File: src/rtl/mmu_ctrl.sv
// Sequencer for an ARRAY_N x ARRAY_N systolic matrix unit.
// Runs one job: weight load, DEPTH-vector feed, skew flush, then a back-pressured row drain.
module mmu_ctrl #(
  parameter  int ARRAY_N = 4,
  parameter  int DEPTH   = 8,
  localparam int MAX_A   = (DEPTH > 2*ARRAY_N-2) ? DEPTH : 2*ARRAY_N-2,
  localparam int MAX_V   = (MAX_A > ARRAY_N) ? MAX_A : ARRAY_N,
  localparam int CW      = $clog2(MAX_V) + 1
) (
  input  logic          clk,
  input  logic          rst_n,
  input  logic          start_i,
  input  logic          abort_i,
  input  logic          drain_ready_i,
  output logic          busy_o,
  output logic          w_load_o,
  output logic [CW-1:0] w_row_o,
  output logic          feed_valid_o,
  output logic [CW-1:0] feed_idx_o,
  output logic          acc_clear_o,
  output logic          out_valid_o,
  output logic [CW-1:0] out_row_o,
  output logic          done_o
);

  typedef enum logic [2:0] {
    IDLE,
    LOAD_W,
    FEED,
    FLUSH,
    DRAIN,
    DONE
  } state_t;

  localparam logic [CW-1:0] LOAD_LAST  = CW'(ARRAY_N - 1);
  localparam logic [CW-1:0] FEED_LAST  = CW'(DEPTH - 1);
  localparam logic [CW-1:0] FLUSH_LAST = CW'(2*ARRAY_N - 3);
  localparam logic [CW-1:0] DRAIN_LAST = CW'(ARRAY_N - 1);

  state_t        state_q, state_d;
  logic [CW-1:0] cnt_q, cnt_d;

  always_ff @(posedge clk or negedge rst_n) begin
    if (!rst_n) begin
      state_q <= IDLE;
      cnt_q   <= '0;
    end else begin
      state_q <= state_d;
      cnt_q   <= cnt_d;
    end
  end

  // Every phase exit clears cnt, so each phase starts counting from 0.
  always_comb begin
    state_d = state_q;
    cnt_d   = cnt_q;
    unique case (state_q)
      IDLE: begin
        if (start_i) begin
          state_d = LOAD_W;
          cnt_d   = '0;
        end
      end
      LOAD_W: begin
        if (cnt_q == LOAD_LAST) begin
          state_d = FEED;
          cnt_d   = '0;
        end else begin
          cnt_d = cnt_q + CW'(1);
        end
      end
      FEED: begin
        if (cnt_q == FEED_LAST) begin
          state_d = FLUSH;
          cnt_d   = '0;
        end else begin
          cnt_d = cnt_q + CW'(1);
        end
      end
      FLUSH: begin
        if (cnt_q == FLUSH_LAST) begin
          state_d = DRAIN;
          cnt_d   = '0;
        end else begin
          cnt_d = cnt_q + CW'(1);
        end
      end
      DRAIN: begin
        if (drain_ready_i) begin
          if (cnt_q == DRAIN_LAST) begin
            state_d = DONE;
            cnt_d   = '0;
          end else begin
            cnt_d = cnt_q + CW'(1);
          end
        end
      end
      DONE: begin
        state_d = IDLE;
        cnt_d   = '0;
      end
      default: begin
        state_d = IDLE;
        cnt_d   = '0;
      end
    endcase
    if (abort_i) begin
      state_d = IDLE;
      cnt_d   = '0;
    end
  end

  // Outputs decode registered state only, so they fall to 0 as soon as reset asserts.
  always_comb begin
    busy_o       = (state_q != IDLE);
    w_load_o     = (state_q == LOAD_W);
    w_row_o      = (state_q == LOAD_W) ? cnt_q : '0;
    acc_clear_o  = (state_q == LOAD_W) && (cnt_q == '0);
    feed_valid_o = (state_q == FEED);
    feed_idx_o   = (state_q == FEED) ? cnt_q : '0;
    out_valid_o  = (state_q == DRAIN);
    out_row_o    = (state_q == DRAIN) ? cnt_q : '0;
    done_o       = (state_q == DONE);
  end

endmodule

File: config.mk
export PLATFORM = sky130hd
export DESIGN_NAME = mmu_ctrl
export DESIGN_NICKNAME = d
export VERILOG_FILES = /design/src/rtl/mmu_ctrl.sv
export SDC_FILE = /design/constraint.sdc
export NUM_CORES = 1
export LEC_CHECK = 0
export ABC_AREA = 0
export ABC_CLOCK_PERIOD_IN_PS = 3800
export BUFFER_PORTS_ARGS = -buffer_cell sky130_fd_sc_hd__buf_2
export CAP_MARGIN = 5
export CORE_MARGIN = 2
export CORE_UTILIZATION = 45
export DETAILED_ROUTE_END_ITERATION = 12
export PLACE_DENSITY = 0.77
export SKIP_CTS_REPAIR_TIMING = 1
export SLEW_MARGIN = 30
export SYNTH_ARGS = -nofsm -noshare
export SYNTH_HDL_FRONTEND = slang
export SYNTH_SLANG_ARGS = --single-unit
export TNS_END_PERCENT = 1
File: constraint.sdc
create_clock -name clk -period 3.8 [get_ports clk]
set_input_delay 0.38 -clock clk [delete_from_list [all_inputs] [get_ports clk]]
set_output_delay 0.38 -clock clk [all_outputs]
set_load 0.02 [all_outputs]
==> metrics.txt <==
setup TNS=0 ns; leak pwr=approximately 0.4 nW; GPL Wtd Cong=about 0.78; worst r2r src=cnt_q[0]; met1 Track Usage GR=approximately a quarter; EDFF count, synth=0; final hold viol count=0; global-route wire length before repair=2640 µm; Seq/Total Area, Yosys=approximately 26%; most frequent cell after synthesis=and2_1; fraction of registers with async set/reset=100%; Fillers=roughly 150; DRC viols=0; Critical Path RT=3.42 ns; Wirelength per Cell=about 13 µm; Nets=109; Hold Path Stages=2; met2 Track Usage GR=between 20% and 30%; n_diodes=0; top cell type's share of synthesized area=25.5%; clk root buf=clkbuf_4; status=completed; Slew Viols, Final=0; Mapped Cells=about 80; critical path fanouts, max=16; Rel. slew slack=between 50 and 60%; Peak VDD IR=0.000255 V; Max Cap Viol=0; grt met3 use=~5.1%; crit path kind=reg -> out; IO Port Bufs=22; WP data arrival=approximately 1.7 ns; most frequent cells after synthesis=and2_1, dfrtp_1, inv_1, nor3_1; post-synth cell types=38; hpwl dp=1170 µm; FF-to-FF End=state_q[0]; total gr overflow=0; Area contributors post-synth=dfrtp_1, and2_1, ha_1; I/O Pins=23; TritonRoute pass-1 iters=4; layer with the highest usage=met2; CTS tree=yes; ys flop type=dfrtp_1; largest net degree at the start of global routing=17; DRT antenna net count=0; vias in the first global route=587; die area=1860 µm²; mapped cell area=687 µm²; Min-Delay Startpoint=abort_i; achievable frequency=486 MHz; Final Skew=0.000475 ns; Layout area overhead=19.7%; fin area=about 800 µm²; post-layout min period=just over 2 ns; Pwr Density=216 nW/µm²; flop-to-flop setup slack=roughly 1.9 ns; worst hold path class=in -> reg; clock latency on the worst-skew pair=0.25 ns; DRT iter0 DRCs=6; die width=43.1 µm; number of synthesized register bits=7; initial core utilization=46.7%; Synthesis Warnings=0; initial antenna violation count=0; worst hold slack=between 0.3 and 0.4 ns; syn nets=86; reg2reg path depth=5; endpoint type of the worst setup path=output pin; clock sink total=7; RSZ-0062 raised after global routing=false; All-Layer GR Usage=a little under a fifth; clock buffer count from CTS=3; leading area contributor after synthesis=dfrtp_1; Worst setup SP type=flop; Clock Path Buffers=2; placed cell areas=786 µm²; Die Span Y=approximately 43 µm; drt total wl=roughly 1600 µm; Worst Tran Pin Value=0.634 ns; Core Rows=14; Clock Pin Slew Worst Setup and Hold Paths=around 0.05 ns; Core Region=around 1500 µm²; Via density=roughly 6; H-tree levels=1; share of cells above drive strength 1=a little over a third; Vias=between 600 and 700; Tcrit/Tclk final=between 50 and 60%; Hold Path End=state_q[0]; count of final setup violators=0; Avg Inst Size Synth=8.81 µm²
[layout make-up]
class	count	area [µm²]	area share (%)
timing repair buffer	23	120	14.6
inverter	6	22.5	2.74
sequential	7	175	21.3
clock buffer	4	26.3	3.20
multi-input combinational	60	458	55.7
tap	16	20.0	2.44
[worst max-delay path: stages, from the launching register on]
cell and delay (ns):
dfrtp_1 0.62, nor3b_2 0.43, and3_1 0.22, buf_2 0.16
[how the worst max path moves through the flow]
stage                    start          end  slack (ns)  cells after the start
floorplan           state_q[2]  acc_clear_o        2.04                      3
global placement      cnt_q[0]   state_q[0]        1.95                      5
detailed placement    cnt_q[0]   state_q[0]        1.93                      5
CTS                 state_q[0]  acc_clear_o        1.75                      3
global route        state_q[0]  acc_clear_o        1.61                      3
finish              state_q[0]  acc_clear_o        1.74                      3
[kinds of logic (layout without fill, tap and decap cells)]
logic type | after synthesis | in the layout | synth area share (%)
compound gates | 16 | 16 | 20.4
fa+ha+maj | 3 | 3 | 5.47
mux | 1 | 1 | 1.64
buf+inv | 11 | 33 | 7.83
simple gates | 40 | 40 | 39.2
flops | 7 | 7 | 25.5
[where the power goes]
| part | total (W) | internal (W) | switching, W |
|---|---|---|---|
| clock | 0.0000651 | 0.0000399 | 0.0000252 |
| combinational | 0.0000316 | 0.0000136 | 0.0000180 |
| sequential | 0.0000811 | 0.0000762 | 0.00000490 |
| total | 0.000178 | 0.000130 | 0.0000481 |
[placed cells by master, fill, tap and decap left out, types with 2 or more instances in the layout]
cell / netlist / layout
buf_2: 4 / 22
and2_1: 9 / 9
dfrtp_1: 7 / 7
inv_1: 6 / 6
nor3_1: 6 / 6
nor2_1: 4 / 4
nand2_1: 4 / 4
ha_1: 3 / 3
clkbuf_4: 0 / 3
nand2b_1: 2 / 2
nor3b_2: 2 / 2
o31ai_1: 2 / 2
a32oi_1: 2 / 2
o21ai_0: 2 / 2
[per-layer routing]
layer / share of wire [%] / routed length (µm)
met1: 44 / 681
met2: 48 / 752
met3: 7.2 / 113
met4: 1.2 / 18
met5: 0 / 0
[sequential cells by signal, indices dropped and copies added, names as in the netlist]
signal	cells
state_q	3
cnt_q	4
[metrics by stage]
step	total power (W)	setup WS (ns)	std cells	utilization (%)
final	0.000178	1.74	116	55.9
after global routing	0.000190	1.61	116	55.9
after CTS	0.000180	1.75	115	55.2
after detailed placement	0.000113	1.93	111	53.4
after global placement	0.000112	1.95	111	53.4
after floorplan	0.000102	2.04	78	-
Note: power is estimated with default switching activity, not from simulation.
